## src/rtl/bulls_cows_judge.sv

```systemverilog
// Scoring engine for the xAyB number-guessing game.
// Latches a secret answer, then scores each guess one digit per cycle and
// tracks attempts against MAX_TRIES, reporting win/lose to the display side.
// Optional build macro BULLS_COWS_GUESS_CHECK_EN: reject guesses that hold a
// digit above 9 or a repeated digit instead of scoring them.
module bulls_cows_judge #(
  parameter int NUM_DIGITS = 3,
  parameter int DIGIT_W    = 4,
  parameter int MAX_TRIES  = 8,
  localparam int SCORE_W   = $clog2(NUM_DIGITS + 1)
) (
  input  logic                          clk,
  input  logic                          reset,
  input  logic [NUM_DIGITS*DIGIT_W-1:0] iNum,
  input  logic                          iNumRdy,
  input  logic                          iNew,
  output logic [SCORE_W-1:0]            oA,
  output logic [SCORE_W-1:0]            oB,
  output logic [3:0]                    oTries,
  output logic                          oResRdy,
  output logic                          oErr,
  output logic                          oArmed,
  output logic                          oWin,
  output logic                          oLose,
  output logic                          oBusy
);

  localparam int NumW = NUM_DIGITS * DIGIT_W;
  localparam int IdxW = (NUM_DIGITS > 1) ? $clog2(NUM_DIGITS) : 1;

  typedef enum logic [2:0] {
    StIdle,
    StWaitGuess,
    StScore,
    StReport,
    StOver
  } state_e;

  state_e              state_q, state_d;
  logic [NumW-1:0]     answer_q, answer_d;
  logic [NumW-1:0]     guess_q, guess_d;
  logic [IdxW-1:0]     idx_q, idx_d;
  logic [SCORE_W-1:0]  acc_a_q, acc_a_d;
  logic [SCORE_W-1:0]  acc_b_q, acc_b_d;
  logic [SCORE_W-1:0]  a_q, a_d;
  logic [SCORE_W-1:0]  b_q, b_d;
  logic [3:0]          tries_q, tries_d;
  logic                res_rdy_q, res_rdy_d;
  logic                err_q, err_d;
  logic                armed_q, armed_d;
  logic                win_q, win_d;
  logic                lose_q, lose_d;
  logic                busy_q, busy_d;

  logic [DIGIT_W-1:0]  cur_guess;
  logic [DIGIT_W-1:0]  cur_ans;
  logic                pos_hit;
  logic                any_hit;
  logic                answer_ok;
  logic                guess_ok;

  // Every digit must be a decimal value and no two digits may be equal.
  function automatic logic digits_ok(input logic [NumW-1:0] num);
    logic ok;
    ok = 1'b1;
    for (int i = 0; i < NUM_DIGITS; i++) begin
      if (num[i*DIGIT_W +: DIGIT_W] > DIGIT_W'(9)) ok = 1'b0;
      for (int j = i + 1; j < NUM_DIGITS; j++) begin
        if (num[i*DIGIT_W +: DIGIT_W] == num[j*DIGIT_W +: DIGIT_W]) ok = 1'b0;
      end
    end
    return ok;
  endfunction

  // Input validation for the answer and, optionally, for guesses.
  always_comb begin
    answer_ok = digits_ok(iNum);
`ifdef BULLS_COWS_GUESS_CHECK_EN
    guess_ok  = answer_ok;
`else
    guess_ok  = 1'b1;
`endif
  end

  // Per-digit compare of the guess digit selected by idx_q against the answer.
  always_comb begin
    cur_guess = '0;
    cur_ans   = '0;
    any_hit   = 1'b0;
    for (int i = 0; i < NUM_DIGITS; i++) begin
      if (IdxW'(i) == idx_q) begin
        cur_guess = guess_q[i*DIGIT_W +: DIGIT_W];
        cur_ans   = answer_q[i*DIGIT_W +: DIGIT_W];
      end
    end
    pos_hit = (cur_guess == cur_ans);
    for (int j = 0; j < NUM_DIGITS; j++) begin
      if ((IdxW'(j) != idx_q) && (cur_guess == answer_q[j*DIGIT_W +: DIGIT_W])) begin
        any_hit = 1'b1;
      end
    end
  end

  // Next-state and registered-output logic; iNew overrides everything.
  always_comb begin
    state_d   = state_q;
    answer_d  = answer_q;
    guess_d   = guess_q;
    idx_d     = idx_q;
    acc_a_d   = acc_a_q;
    acc_b_d   = acc_b_q;
    a_d       = a_q;
    b_d       = b_q;
    tries_d   = tries_q;
    res_rdy_d = 1'b0;
    err_d     = 1'b0;
    armed_d   = armed_q;
    win_d     = win_q;
    lose_d    = lose_q;
    busy_d    = busy_q;

    if (iNew) begin
      state_d = StIdle;
      idx_d   = '0;
      acc_a_d = '0;
      acc_b_d = '0;
      a_d     = '0;
      b_d     = '0;
      tries_d = '0;
      armed_d = 1'b0;
      win_d   = 1'b0;
      lose_d  = 1'b0;
      busy_d  = 1'b0;
    end else begin
      unique case (state_q)
        StIdle: begin
          if (iNumRdy) begin
            if (answer_ok) begin
              answer_d = iNum;
              armed_d  = 1'b1;
              state_d  = StWaitGuess;
            end else begin
              err_d = 1'b1;
            end
          end
        end
        StWaitGuess: begin
          if (iNumRdy) begin
            if (guess_ok) begin
              guess_d = iNum;
              acc_a_d = '0;
              acc_b_d = '0;
              idx_d   = '0;
              busy_d  = 1'b1;
              if (tries_q != 4'(MAX_TRIES)) tries_d = tries_q + 4'd1;
              state_d = StScore;
            end else begin
              err_d = 1'b1;
            end
          end
        end
        StScore: begin
          if (pos_hit) begin
            acc_a_d = acc_a_q + SCORE_W'(1);
          end else if (any_hit) begin
            acc_b_d = acc_b_q + SCORE_W'(1);
          end
          if (idx_q == IdxW'(NUM_DIGITS - 1)) begin
            state_d = StReport;
          end else begin
            idx_d = idx_q + IdxW'(1);
          end
        end
        StReport: begin
          a_d       = acc_a_q;
          b_d       = acc_b_q;
          res_rdy_d = 1'b1;
          busy_d    = 1'b0;
          if (acc_a_q == SCORE_W'(NUM_DIGITS)) begin
            win_d   = 1'b1;
            state_d = StOver;
          end else if (tries_q == 4'(MAX_TRIES)) begin
            lose_d  = 1'b1;
            state_d = StOver;
          end else begin
            state_d = StWaitGuess;
          end
        end
        StOver: begin
          state_d = StOver;
        end
        default: begin
          state_d = StIdle;
        end
      endcase
    end
  end

  // State and output registers.
  always_ff @(posedge clk or negedge reset) begin
    if (!reset) begin
      state_q   <= StIdle;
      answer_q  <= '0;
      guess_q   <= '0;
      idx_q     <= '0;
      acc_a_q   <= '0;
      acc_b_q   <= '0;
      a_q       <= '0;
      b_q       <= '0;
      tries_q   <= '0;
      res_rdy_q <= 1'b0;
      err_q     <= 1'b0;
      armed_q   <= 1'b0;
      win_q     <= 1'b0;
      lose_q    <= 1'b0;
      busy_q    <= 1'b0;
    end else begin
      state_q   <= state_d;
      answer_q  <= answer_d;
      guess_q   <= guess_d;
      idx_q     <= idx_d;
      acc_a_q   <= acc_a_d;
      acc_b_q   <= acc_b_d;
      a_q       <= a_d;
      b_q       <= b_d;
      tries_q   <= tries_d;
      res_rdy_q <= res_rdy_d;
      err_q     <= err_d;
      armed_q   <= armed_d;
      win_q     <= win_d;
      lose_q    <= lose_d;
      busy_q    <= busy_d;
    end
  end

  assign oA      = a_q;
  assign oB      = b_q;
  assign oTries  = tries_q;
  assign oResRdy = res_rdy_q;
  assign oErr    = err_q;
  assign oArmed  = armed_q;
  assign oWin    = win_q;
  assign oLose   = lose_q;
  assign oBusy   = busy_q;

endmodule

```

## config.mk

```make
export PLATFORM = sky130hd
export DESIGN_NAME = bulls_cows_judge
export DESIGN_NICKNAME = d
export VERILOG_FILES = /design/src/rtl/bulls_cows_judge.sv
export SDC_FILE = /design/constraint.sdc
export NUM_CORES = 1
export LEC_CHECK = 0
export BUFFER_PORTS_ARGS = -buffer_cell sky130_fd_sc_hd__buf_2
export CAP_MARGIN = 10
export CORE_AREA = 2 2 92 94
export DETAILED_ROUTE_END_ITERATION = 12
export DIE_AREA = 0 0 94 96
export HOLD_SLACK_MARGIN = 0.03
export PLACE_DENSITY = 0.64
export REMOVE_ABC_BUFFERS = 1
export SETUP_SLACK_MARGIN = 0.4
export SYNTH_ARGS = -nofsm -noshare
export SYNTH_HDL_FRONTEND = slang
export SYNTH_SLANG_ARGS = --single-unit
```

## constraint.sdc

```tcl
create_clock -name clk -period 3 [get_ports clk]
set_clock_uncertainty 0.1 [all_clocks]
set_input_delay 0.45 -clock clk [delete_from_list [all_inputs] [get_ports clk]]
set_output_delay 0.45 -clock clk [all_outputs]
set_load 0.05 [all_outputs]
```

# ---- Word level (Yosys, flattened, before mapping)
# Cells that the tools add are included.
dict set report totals {
  elab_cells 140
  mem_bits_ro 0
  memories 0
  latch_bits 0
  out_inout_bits 14
  in_bits 16
  reg_bits 47
  mem_bits_rw 0
}
dict set report classes {
  bitwise 1
  n_shift 0
  n_addsub 4
  n_reduce_logical 27
  magnitude_cmp 3
  eq_ne 28
  mux 62
  div 0
  mul 0
}
# cell count
set op_table {}
lappend op_table {{two-way mux 4 bit} 10}
lappend op_table {{equality test 4 bit} 7}
lappend op_table {{two-way mux 1 bit} 28}
lappend op_table {{two-way mux 2 bit} 12}
lappend op_table {{!= test 3 bit (second input constant)} 8}
lappend op_table {{two-way mux 3 bit} 7}
lappend op_table {{AND reduction 3 bit} 6}
lappend op_table {{nonzero test 2 bit} 9}
lappend op_table {{one-hot mux 3 bit (5 select lines)} 1}
lappend op_table {{greater-than comparator 4 bit (second input constant)} 3}
lappend op_table {{one-hot mux 2 bit (2 select lines)} 3}
lappend op_table {{AND reduction 4 bit} 3}
lappend op_table {{adder 2 x 1 -> 2 bit (second input constant)} 3}
lappend op_table {{equality test 3 x 2 -> 1 bit (second input constant)} 2}
lappend op_table {{nonzero test 3 bit} 2}
lappend op_table {{adder 4 x 1 -> 4 bit (second input constant)} 1}
lappend op_table {{equality test 2 bit (second input constant)} 2}
lappend op_table {{equality test 4 bit (second input constant)} 1}
lappend op_table {{!= test 4 bit (second input constant)} 1}
lappend op_table {{AND reduction 2 bit} 2}
lappend op_table {{equality test 3 x 1 -> 1 bit (second input constant)} 1}
lappend op_table {{equality test 3 bit (second input constant)} 1}
lappend op_table {{logical AND 1 bit} 3}
lappend op_table {{logical NOT 3 bit} 1}
lappend op_table {{8 further kinds} 8}

# ---- Depth between registers and ports, before layout
dict set report depth {
  depth_word 13
  depth_mapped 11
  ltp_nobuf 9
}

# ---- Worst setup path before layout
# Ideal clock, no wire load.
dict set report synth_path {
  kind {register -> register}
  from {reg idx_q[0]}
  to {reg acc_b_q[1]}
  path_buffers 1
  arrival_ps 2257
  path_slack_ps 519
  period_less_slack_ps 2481
  path_stages_with_launch 11
  path_cell_list {dfrtp_1 inv_1 ha_1 buf_2 nand3b_1 a2bb2oi_1 xor2_1 nor4_1 nand2b_1 nor4_1 a211o_1}
}
dict set report synth_between {
  elab_chain_cells 11
  word_cells_on_any_way 25
  cone_classes {eq/ne: 10; mux: 9; reduce/logical: 6}
}
# element line_no
set synth_rtl {}
lappend synth_rtl {{from (decl)} 42} ;# logic [IdxW-1:0] idx_q, idx_d;
lappend synth_rtl {{from (signal assigned)} 221} ;# idx_q <= idx_d;
lappend synth_rtl {{logical NOT 2 bit} 91} ;# if (IdxW'(i) == idx_q) begin
lappend synth_rtl {{two-way mux 4 bit (3 in series)} 91}
lappend synth_rtl {{equality test 4 bit} 98} ;# if ((IdxW'(j) != idx_q) && (cur_guess == answer_q[j*DIGIT_W +: DIGIT_W])) begin
lappend synth_rtl {{logical AND 1 bit} 98}
lappend synth_rtl {{two-way mux 1 bit (3 in series)} 98}
lappend synth_rtl {{!= test 3 bit (no source line)} n/a}
lappend synth_rtl {{AND reduction 4 bit (no source line) *} n/a}
lappend synth_rtl {{to (signal assigned)} 207} ;# acc_b_q <= '0;
lappend synth_rtl {{to (signal assigned)} 223} ;# acc_b_q <= acc_b_d;
lappend synth_rtl {{to (decl)} 44} ;# logic [SCORE_W-1:0] acc_b_q, acc_b_d;
# Every way passes the cells marked *; elsewhere a longest branch is shown, timed or not.
# A chain may end at the register's enable or synchronous reset.

# ---- Worst setup path in the final report
# Ends and elaborated chain as after synthesis.

==> summary by stage <==
Clock tree
For the worst-skew pair, the clock arrives at the later sink with an insertion delay of 0.30 ns. The total number of clock tree sinks is 47. The cell at the root of the clock tree is sky130_fd_sc_hd__clkbuf_8. TritonCTS created 5 clock buffers. The clock transition at the register clock pins on the worst setup and hold paths after CTS is 0.09 ns. The clock tree from TritonCTS is built.

The H-tree generated during clock tree synthesis spans 2 levels. The hold buffer count at cts is 0. The number of buffers on the longest clock path is 2.

Setup path
The critical path capture point type is a flop. Among cell families on the critical path, the largest total delay comes from compound AO/OA/AOI/OAI gates. The number of buffers and inverters on the critical path is 2.

Along the worst path, the maximum fanout reaches 19. In this run the critical register-to-register path is launched from idx_q[0]$_DFFE_PN0P_. For this run, the slowest stage of the critical path takes 0.44 ns. The critical path startpoint category is a flop. For the worst flop-to-flop path, the logic depth is 9.

The capture instance of the worst register-to-register path is acc_b_q[1]$_DFFE_PN0P_. STA puts the critical path data arrival time at 2.59 ns. The slowest stage cell on the critical path is sky130_fd_sc_hd__dfrtp_2. The critical path ends at acc_b_q[1]$_DFFE_PN0P_. The first element of the critical path is idx_q[0]$_DFFE_PN0P_. The reg2reg setup slack is 0.51 ns.

The type of the worst setup path is reg2reg. The critical path runs through a total of 9 cells. Walking the worst path, the cells encountered are inv_1 -> ha_2 -> buf_6 -> nand4_1 -> o21a_1 -> a2111oi_4 -> a211oi_2 -> o21bai_1 -> a211o_1. At the worst endpoint, the required time is 3.10 ns.

STA
The final count of negative-setup-slack endpoints is 0. The number of pins with negative max-slew slack in the final report is 0. The transition time at the pin with the least slew margin is 1.06 ns. The routed design could run at a clock period as short as 2.49 ns. Measured against its own limit, the worst slew margin works out to 29.4%. The accumulated negative setup slack is 0 ns. The final critical path takes up 83.0% of the cycle. The achievable clock frequency is 0.401 GHz. Setup repair after global routing left no endpoint under its margin. The final count of hold timing violations is 0. The tightest hold path in the finished design has a slack of 0.228 ns.

Routing
The routed design has 6.18 mm of wire. Using the TritonRoute via totals, the vias-per-cell ratio works out to 5.17. The initial DRC count is 161.

The first detailed-routing pass ran for 4 iterations. The average wire per cell in the routed design is 14.8 um. The count of nets left with antenna violations once routing finished came out at 0.

The total via count in the routed design is 2160. The number of design rule violations left after detail routing is 0.

Global route
The wire length of the first global-routing pass is 10.1 mm. The initial antenna violation count was 0. Summed over all layers, the global routing overflow is 0.

The global-route total usage across every layer is 14.4%. The number of global-route vias before repair is 2060. The pin count of the biggest net entering global routing is 48.

Power and ir drop
The power density over the cells is 589 nW/um^2. Summed over all cells, the static leakage comes to 1.44 nW. The worst-case IR drop observed on VDD is 0.296 mV.

Floorplanning
The area of the placeable core is 8050 sq um. The horizontal die dimension is 94 um. The die covers 9020 sq um. The initial utilization of the core area, before any placement, comes to 34.2%. The height of the die is 96 um. The placement row count is 33. Pin placement for this block handled 30 I/O pins.

Finish
Counting the fill cells in the layout gives 813. The number of antenna repair diodes is 0. Of the cells placed in the final design, the portion with a size suffix greater than 1 is 26.5%. The area growth from synthesis to layout is 16.3%.

The post-layout utilization of the core is 39.8%. The net count of the finished layout is 335. With fillers left out, the area of the finished cells amounts to 3200 sq um.

Placed design
The detailed placement HPWL is 4.45 mm. After detailed placement, the total cell area comes to 3030 sq um. Buffers placed on the I/O ports in this run total 29. The weighted congestion reported at the end of routability-driven placement is 0.842.

Synthesis
The primary flip-flop cell chosen by synthesis mapping is sky130_fd_sc_hd__dfrtp_1. The number of distinct library cell variants in the gate-level netlist after synthesis is 45. The number of synthesized flops with an enable pin is 0. The synthesized area per cell is 9.92 sq um. The post-synthesis async set-or-reset flop share is 100%. The area of the mapped netlist is 2760 sq um. The share of the yosys chip area belonging to registers is 42.7%. After technology mapping, the gate count stands at 278.

Yosys printed 0 warnings. After synthesis the netlist holds a flip-flop and latch count of 47.

Status
The flow ran to the end, and the final reports show no timing, DRC or antenna violations.

Flow run
The max-capacitance violation count is 0.

Worst hold path
The worst hold-check path type is in2async.
-- cells in the mapped netlist (all sizes together), types with 3 or more instances --
cell type | number | share of area [%]
buf | 7 | 1.4
and3 | 6 | 1.4
nand2b | 3 | 0.68
nor4 | 8 | 1.8
nand3 | 7 | 1.3
inv | 7 | 0.95
nor3 | 3 | 0.54
nand2 | 29 | 3.9
dfrtp | 47 | 43
xnor2 | 8 | 2.5
clkbuf | 4 | 0.54
mux2 | 23 | 9.4
a21oi | 15 | 2.7
nor2 | 12 | 1.6
a2bb2oi | 3 | 0.95
nor2b | 10 | 2.3
a31oi | 5 | 1.1
ha | 6 | 2.7
xor2 | 21 | 6.7
and2 | 3 | 0.68
nand3b | 11 | 3.9
o21ai | 17 | 3.1
-- flip-flops by register name, summed over array words and instances, names as in the netlist --
register and flops:
answer_q 12, guess_q 12, oTries 4, state_q 3
acc_a_q 2, acc_b_q 2, idx_q 2, oA 2
oB 2, oArmed 1, oBusy 1, oErr 1
oLose 1, oResRdy 1, oWin 1
-- logic make-up after synthesis --
kind of cell / share of synthesized area, %
multiplexers: 9.76
buffers and inverters: 2.86
XOR/XNOR: 9.21
flip-flops: 42.7
adder cells (fa/ha/maj): 2.72
AND/OR/NAND/NOR: 19.7
AO/OA/AOI/OAI: 13.0
-- final cells by class --
type,instances,area (sq um),area share (%)
multi-input combinational,213,1560,48.6
sequential,47,1180,36.7
timing repair buffer,39,224,6.99
tap,105,131,4.10
clock buffer,5,68.8,2.15
inverter,7,31.3,0.976
clock inverter,2,13.8,0.430
-- layout by cell type (no fill, tap or decap), drive strengths merged, types with 6 or more instances in the layout --
cell type / count
a21oi: 15
and3: 6
buf: 39
dfrtp: 47
ha: 6
inv: 6
mux2: 23
nand2: 29
nand3: 7
nand3b: 11
nor2: 12
nor2b: 10
nor4: 8
o21ai: 17
xnor2: 8
xor2: 21
-- how the worst min path moves through the flow --
stage / start / to / slack [ns]
floorplan: reset / acc_a_q[0]$_DFFE_PN0P_ / 0.05
global placement: oLose$_DFFE_PN0P_ / oLose$_DFFE_PN0P_ / 0.38
detailed placement: oLose$_DFFE_PN0P_ / oLose$_DFFE_PN0P_ / 0.38
CTS: reset / guess_q[1]$_DFFE_PN0P_ / 0.28
global route: reset / guess_q[10]$_DFFE_PN0P_ / 0.31
finish: reset / guess_q[10]$_DFFE_PN0P_ / 0.23
-- routing by layer --
metal	vias to the layer above	share of wire, %	track usage, %
li1	1060	-	-
met5	-	0	0
met1	1062	47	19.3
met4	0	1.5	5.07
met2	32	48	23.9
met3	6	3.0	1.80
-- what timing repair did --
action,4_1_cts,5_1_grt
setup buffers,0,4
gates cloned,0,0
pin swaps,0,3
gates resized for setup,5,10
endpoints found under the setup margin,2,4
-- where the power goes --
part	leakage, nW	internal, mW	switching [mW]	total [mW]
Sequential	0.614	0.756	0.154	0.910
Combinational	0.780	0.313	0.290	0.603
Clock	0.0440	0.160	0.215	0.374
Total	1.44	1.23	0.659	1.89
-- through the flow --
stage	setup slack, ns	total power, mW	cells
floorplan	0.407	1.31	267
global placement	0.272	1.48	407
detailed placement	0.177	1.49	407
CTS	0.404	1.87	414
global route	0.403	2.00	418
finish	0.509	1.89	418
Note: power is estimated with default switching activity, not from simulation.
